[config.mk]
export PLATFORM = sky130hd
export DESIGN_NAME = decode_stage
export DESIGN_NICKNAME = d
export VERILOG_FILES = /design/src/rtl/mips_pkg.sv /design/src/rtl/reg_file.sv /design/src/rtl/decode_stage.sv
export SDC_FILE = /design/constraint.sdc
export NUM_CORES = 2
export LEC_CHECK = 0
export CAP_MARGIN = 15
export CORE_MARGIN = 4
export CORE_UTILIZATION = 65
export CTS_CLUSTER_DIAMETER = 50
export CTS_CLUSTER_SIZE = 16
export DETAILED_ROUTE_END_ITERATION = 6
export PLACE_DENSITY_LB_ADDON = 0.25
export SLEW_MARGIN = 0
export SYNTH_ARGS = -nofsm -noshare
export SYNTH_HDL_FRONTEND = slang
export SYNTH_SLANG_ARGS = --single-unit
[constraint.sdc]
create_clock -name clock -period 3 [get_ports clock]
set_input_delay 0.45 -clock clock [delete_from_list [all_inputs] [get_ports clock]]
set_output_delay 0.45 -clock clock [all_outputs]
set_load 0.1 [all_outputs]
[src/rtl/mips_pkg.sv]
// Shared MIPS definitions: opcode/funct constants, ALU op encodings, decode FSM states
// and the instruction decode function used by decode_stage.
package mips_pkg;

  localparam logic [5:0] OP_RTYPE = 6'h00;
  localparam logic [5:0] OP_ADDI  = 6'h08;
  localparam logic [5:0] OP_LW    = 6'h23;
  localparam logic [5:0] OP_SW    = 6'h2B;
  localparam logic [5:0] OP_BEQ   = 6'h04;

  localparam logic [5:0] FN_ADD = 6'h20;
  localparam logic [5:0] FN_SUB = 6'h22;
  localparam logic [5:0] FN_AND = 6'h24;
  localparam logic [5:0] FN_OR  = 6'h25;
  localparam logic [5:0] FN_SLT = 6'h2A;

  typedef enum logic [2:0] {
    ALU_ADD = 3'd0,
    ALU_SUB = 3'd1,
    ALU_AND = 3'd2,
    ALU_OR  = 3'd3,
    ALU_SLT = 3'd4
  } alu_op_t;

  typedef enum logic [1:0] {
    ST_IDLE  = 2'd0,
    ST_READ  = 2'd1,
    ST_ISSUE = 2'd2
  } state_t;

  typedef enum logic [1:0] {
    DEST_NONE = 2'd0,
    DEST_RT   = 2'd1,
    DEST_RD   = 2'd2
  } dest_sel_t;

  typedef struct packed {
    alu_op_t   alu_op;
    logic      mem_read;
    logic      mem_write;
    logic      reg_write;
    logic      is_branch;
    logic      illegal;
    logic      use_imm;
    dest_sel_t dest_sel;
  } ctrl_t;

  function automatic ctrl_t decode(input logic [5:0] op, input logic [5:0] funct);
    ctrl_t c;
    c = '0;
    c.alu_op   = ALU_ADD;
    c.dest_sel = DEST_NONE;
    case (op)
      OP_RTYPE: begin
        c.reg_write = 1'b1;
        c.dest_sel  = DEST_RD;
        case (funct)
          FN_ADD:  c.alu_op = ALU_ADD;
          FN_SUB:  c.alu_op = ALU_SUB;
          FN_AND:  c.alu_op = ALU_AND;
          FN_OR:   c.alu_op = ALU_OR;
          FN_SLT:  c.alu_op = ALU_SLT;
          default: c.illegal = 1'b1;
        endcase
      end
      OP_ADDI: begin
        c.reg_write = 1'b1;
        c.use_imm   = 1'b1;
        c.dest_sel  = DEST_RT;
      end
      OP_LW: begin
        c.mem_read  = 1'b1;
        c.reg_write = 1'b1;
        c.use_imm   = 1'b1;
        c.dest_sel  = DEST_RT;
      end
      OP_SW: begin
        c.mem_write = 1'b1;
        c.use_imm   = 1'b1;
      end
      OP_BEQ: begin
        c.alu_op    = ALU_SUB;
        c.is_branch = 1'b1;
      end
      default: c.illegal = 1'b1;
    endcase
    // An unsupported encoding must not disturb memory or the register file downstream.
    if (c.illegal) begin
      c.mem_read  = 1'b0;
      c.mem_write = 1'b0;
      c.reg_write = 1'b0;
      c.is_branch = 1'b0;
      c.use_imm   = 1'b0;
      c.dest_sel  = DEST_NONE;
    end
    return c;
  endfunction

endpackage

[src/rtl/reg_file.sv]
// Architectural register file: two combinational read ports, one synchronous write port,
// register 0 reads as zero and ignores writes.
module reg_file #(
  parameter  int REG_COUNT = 32,
  parameter  int DATA_W    = 32,
  localparam int AW        = $clog2(REG_COUNT)
) (
  input  logic              clock,
  input  logic              reset_n,
  input  logic              wr_en,
  input  logic [AW-1:0]     wr_addr,
  input  logic [DATA_W-1:0] wr_data,
  input  logic [AW-1:0]     rd_addr_a,
  output logic [DATA_W-1:0] rd_data_a,
  input  logic [AW-1:0]     rd_addr_b,
  output logic [DATA_W-1:0] rd_data_b
);

  logic [DATA_W-1:0] mem [REG_COUNT];

  always_ff @(posedge clock or negedge reset_n) begin
    if (!reset_n) begin
      for (int i = 0; i < REG_COUNT; i++) mem[i] <= '0;
    end else if (wr_en && wr_addr != '0) begin
      mem[wr_addr] <= wr_data;
    end
  end

  assign rd_data_a = (rd_addr_a == '0) ? '0 : mem[rd_addr_a];
  assign rd_data_b = (rd_addr_b == '0) ? '0 : mem[rd_addr_b];

endmodule

[src/rtl/decode_stage.sv]
// MIPS decode stage: latches the fetched instruction, reads operands (with writeback bypass)
// and issues registered control/operands with a one-cycle stage3 token.
//   state    | meaning
//   ST_IDLE  | waiting for stage_in; IR loads on the token
//   ST_READ  | decode + register read captured into the pending set
//   ST_ISSUE | pending set moves to the outputs, stage_out pulses next cycle
module decode_stage
  import mips_pkg::*;
#(
  parameter int REG_COUNT = 32,
  parameter int DATA_W    = 32
) (
  input  logic              clock,
  input  logic              reset_n,
  input  logic              stage_in,
  input  logic [31:0]       instruction,
  input  logic              wb_en,
  input  logic [4:0]        wb_addr,
  input  logic [DATA_W-1:0] wb_data,
  output logic              stage_out,
  output logic              busy,
  output logic [2:0]        alu_op,
  output logic [DATA_W-1:0] operand_a,
  output logic [DATA_W-1:0] operand_b,
  output logic [DATA_W-1:0] store_data,
  output logic [4:0]        dest_reg,
  output logic              mem_read,
  output logic              mem_write,
  output logic              reg_write,
  output logic              is_branch,
  output logic              illegal
);

  state_t            state, state_nxt;
  logic [31:0]       ir;
  logic [4:0]        rs, rt, rd;
  logic [DATA_W-1:0] rf_a, rf_b, rs_val, rt_val, imm_ext;
  ctrl_t             ctrl, p_ctrl;
  logic [DATA_W-1:0] p_a, p_b, p_store;
  logic [4:0]        p_dest, dest_nxt;

  assign rs      = ir[25:21];
  assign rt      = ir[20:16];
  assign rd      = ir[15:11];
  assign imm_ext = {{(DATA_W-16){ir[15]}}, ir[15:0]};
  assign ctrl    = decode(ir[31:26], ir[5:0]);
  assign busy    = (state != ST_IDLE);

  reg_file #(.REG_COUNT(REG_COUNT), .DATA_W(DATA_W)) u_reg_file (
    .clock     (clock),
    .reset_n   (reset_n),
    .wr_en     (wb_en),
    .wr_addr   (wb_addr),
    .wr_data   (wb_data),
    .rd_addr_a (rs),
    .rd_data_a (rf_a),
    .rd_addr_b (rt),
    .rd_data_b (rf_b)
  );

  // Same-cycle writeback would otherwise be missed by the array read.
  assign rs_val = (wb_en && wb_addr == rs && rs != 5'd0) ? wb_data : rf_a;
  assign rt_val = (wb_en && wb_addr == rt && rt != 5'd0) ? wb_data : rf_b;

  always_comb begin
    dest_nxt = 5'd0;
    case (ctrl.dest_sel)
      DEST_RT: dest_nxt = rt;
      DEST_RD: dest_nxt = rd;
      default: dest_nxt = 5'd0;
    endcase
  end

  always_ff @(posedge clock or negedge reset_n) begin
    if (!reset_n) state <= ST_IDLE;
    else          state <= state_nxt;
  end

  always_comb begin
    state_nxt = state;
    case (state)
      ST_IDLE:  if (stage_in) state_nxt = ST_READ;
      ST_READ:  state_nxt = ST_ISSUE;
      ST_ISSUE: state_nxt = ST_IDLE;
      default:  state_nxt = ST_IDLE;
    endcase
  end

  always_ff @(posedge clock or negedge reset_n) begin
    if (!reset_n) begin
      ir         <= '0;
      p_ctrl     <= '0;
      p_a        <= '0;
      p_b        <= '0;
      p_store    <= '0;
      p_dest     <= '0;
      stage_out  <= 1'b0;
      alu_op     <= '0;
      operand_a  <= '0;
      operand_b  <= '0;
      store_data <= '0;
      dest_reg   <= '0;
      mem_read   <= 1'b0;
      mem_write  <= 1'b0;
      reg_write  <= 1'b0;
      is_branch  <= 1'b0;
      illegal    <= 1'b0;
    end else begin
      stage_out <= 1'b0;
      if (state == ST_IDLE && stage_in) ir <= instruction;
      if (state == ST_READ) begin
        p_ctrl  <= ctrl;
        p_a     <= rs_val;
        p_b     <= ctrl.use_imm ? imm_ext : rt_val;
        p_store <= rt_val;
        p_dest  <= dest_nxt;
      end
      if (state == ST_ISSUE) begin
        stage_out  <= 1'b1;
        alu_op     <= p_ctrl.alu_op;
        operand_a  <= p_a;
        operand_b  <= p_b;
        store_data <= p_store;
        dest_reg   <= p_dest;
        mem_read   <= p_ctrl.mem_read;
        mem_write  <= p_ctrl.mem_write;
        reg_write  <= p_ctrl.reg_write;
        is_branch  <= p_ctrl.is_branch;
        illegal    <= p_ctrl.illegal;
      end
    end
  end

endmodule

==> results.py <==
metrics = {
    "route": {
        "routed_wl_mm": 193,
        "drcViolationCount": 0,
        "ant_nets": 0,
        "via_count": 43900,
        "vias_per_cell": 7.26,
        "drt_iter0_drc": 5314,
        "first_pass_iters": 7,
        "wire_per_inst_um": 32.0,
    },
    "pwr": {
        "clkPwrFrac_pct": 26.2,
        "leakage_nw": 32.0,
        "power_mw": 66.6,
        "p_int_mw": 41.5,
        "ir_worst_vdd_uv": 732,
        "power_switching_mw": 25.1,
        "pwr_density_cell_mw_per_mm2": 907,
        "seqPwrFrac_pct": 37.2,
        "p_comb_share_pct": 36.6,
        "switching_share_pct": 37.7,
    },
    "worst_setup_path": {
        "start_kind": "flop",
        "cp_cell_sequence": "buf_12, xnor2_1, nand3_1, and2_2, a22oi_1, a21oi_1",
        "end_kind": "flop",
        "cp.arrival_ns": 3.63,
        "cp_slowest_cell": "and2_2",
        "path_max_fanout": 46,
        "cpPeakStageDelay_ns": 1.01,
        "required_ns": 3.67,
        "path_class": "flop to flop",
    },
    "yosys": {
        "ys_types": 50,
        "syn-num-nets": 4639,
        "synth_ff_type": "dfrtp_1",
        "synth-edff-count": 0,
        "ys_seq_area_share_pct": 49.5,
        "synth_area_per_cell_um2": 14.1,
        "ys_ff_latch": 1277,
        "synth_warnings": 0,
        "async_flop_share_pct": 100,
        "syn-cell-area_mm2": 0.0646,
        "syn_inst": 4566,
    },
    "timing": {
        "rsz0062_at_grt": "no",
        "holdWs_ns": 0.280,
        "fin_skew_ns": 0.0185,
        "slew_headroom_pct": 20.1,
        "drv_slew": 0,
        "period_share_pct": 98.7,
        "setup_violations": 0,
        "fin_crit_ns": 2.96,
        "worst_pin_slew_ns": 1.20,
        "hold_viol": 0,
        "max_freq_mhz": 338,
    },
    "clock_tree": {
        "clock_path_buffers": 3,
        "clock_sinks": 1277,
        "cts-buffers-inserted": 131,
        "cts-root-buf": "clkbuf_16",
        "clock_latency_ns": 0.75,
        "htreeDepth": 4,
        "cts_tree": "built",
        "clkSlewWorstSetupHoldPaths_ns": 0.07,
    },
    "placed_design": {
        "dp_hpwl_mm": 116,
        "port_buffers": 183,
        "routabilityCongestion": 0.865,
    },
    "floorplan": {
        "rows": 115,
        "die_w_um": 323,
        "dieArea_mm2": 0.104,
        "num_io_pins": 184,
        "die_h_um": 323,
        "core_area_mm2": 0.0984,
        "start_util_pct": 65.6,
    },
    "layout": {
        "layout-drive-gt1-share_pct": 46.3,
        "largest_reg_flops": 1024,
        "layout.nets": 4727,
        "largest-register": "u_reg_file.mem",
        "final_common_cell": "dfrtp_1",
        "final_cell_mix": "dfrtp_1 (1,270), mux2_2 (1,123), mux4_2 (417)",
        "area_delta_synth_final_pct": 13.7,
    },
    "grt": {
        "antenna_found_initial": 7,
        "grt_first_pass_wirelength_mm": 289,
        "overflow": 0,
        "grt_usage_pct": 37.5,
        "grt_start_max_net_pins": 146,
        "grt_pass1_vias": 44900,
    },
    "run_status": {
        "status": "finished, final reports clean",
    },
    "flow_run": {
        "cap_violations": 0,
    },
    "hold_path": {
        "hp-class": "input pin to flop",
    },
}
[cell type report]
type	count	area, um2
antenna	4	10.0
clock buffer	156	3660
clock inverter	84	951
fill	5896	25000
inverter	6	22.5
multi-input combinational	2797	30500
sequential	1277	32000
tap	1287	1610
timing repair buffer	441	4690
[power groups by stage]
stage	clock, mW	sequential [mW]	combinational (mW)
floorplan	0	28.1	13.2
global route	18.3	25.1	25.5
detailed placement	0	24.8	23.9
CTS	17.5	24.6	24.1
finish	17.5	24.8	24.4
global placement	0	24.5	23.5
[critical path, delay by kind of cell, from the launching register on]
family	cells	cell delay (ns)
flip-flops	1	0.53
buffers and inverters	1	0.36
AO/OA/AOI/OAI	2	0.52
AND/OR/NAND/NOR	2	1.27
XOR/XNOR	1	0.11
[through the flow]
stage,setup TNS [ns],instance area (um2),worst slack (ns),utilization (%),cells
after floorplan,0,64600,0.850,-,4566
after global placement,-1.85,68800,-0.0705,69.9,5804
after detailed placement,-1.68,68800,-0.0950,69.9,5804
after CTS,0,73400,0.157,74.6,6045
after global routing,0,73400,0.0395,74.6,6049
final,0,73500,0.0398,74.6,6052
[final timing paths]
kind	from	end	slack [ns]	cells past startpoint
worst max-delay path	ir[21]	p_a[26]	0.04	6
worst min-delay path	instruction[3]	ir[3]	0.28	3
worst max register to register	ir[21]	p_a[26]	0.04	6
worst min register to register	u_reg_file.mem[994]	u_reg_file.mem[994]	0.40	0
max in group asynchronous	reset_n	ir[24]	1.62	3
min in group asynchronous	reset_n	operand_b[24]	0.29	2
[repair_timing]
item / in CTS / in global routing
hold buffers: 1 / 0
gates resized for setup: 0 / 1
buffers inserted: 0 / 3
endpoints found under the setup margin: 0 / 6
endpoints found under the hold margin: 61 / 0
[routing by layer]
layer  up-vias  track usage, %  wire [um]
met2      2924            55.6      86500
met4         5            14.6       8450
met3       579            12.7      24600
met5         -           0.454         85
met1     22900            51.9      73900
li1      17500               -          -
[synth_stat cells, types with 10 or more instances]
library cell	n	area share [%]
a211oi_1	66	0.77
a21oi_1	253	2.0
a22oi_1	30	0.35
and3_1	19	0.18
buf_1	61	0.35
buf_2	111	0.86
buf_4	46	0.53
buf_6	22	0.38
clkbuf_1	246	1.4
dfrtp_1	1277	49
mux2_2	1123	20
mux2i_1	257	4.0
mux4_2	417	15
nand2_1	94	0.55
nand3b_1	10	0.12
nor2_1	128	0.74
nor2b_1	66	0.64
nor4_1	33	0.32
o21ai_0	39	0.30
o22ai_1	126	1.2
o31ai_1	64	0.74
[logic make-up after synthesis]
family / Yosys count / share of synthesized area (%)
mux: 1805 / 38.2
flops: 1277 / 49.5
xor+xnor: 10 / 0.136
buf+inv: 492 / 3.60
simple gates: 387 / 2.93
compound gates: 595 / 5.61
Note: power is estimated with default switching activity, not from simulation.
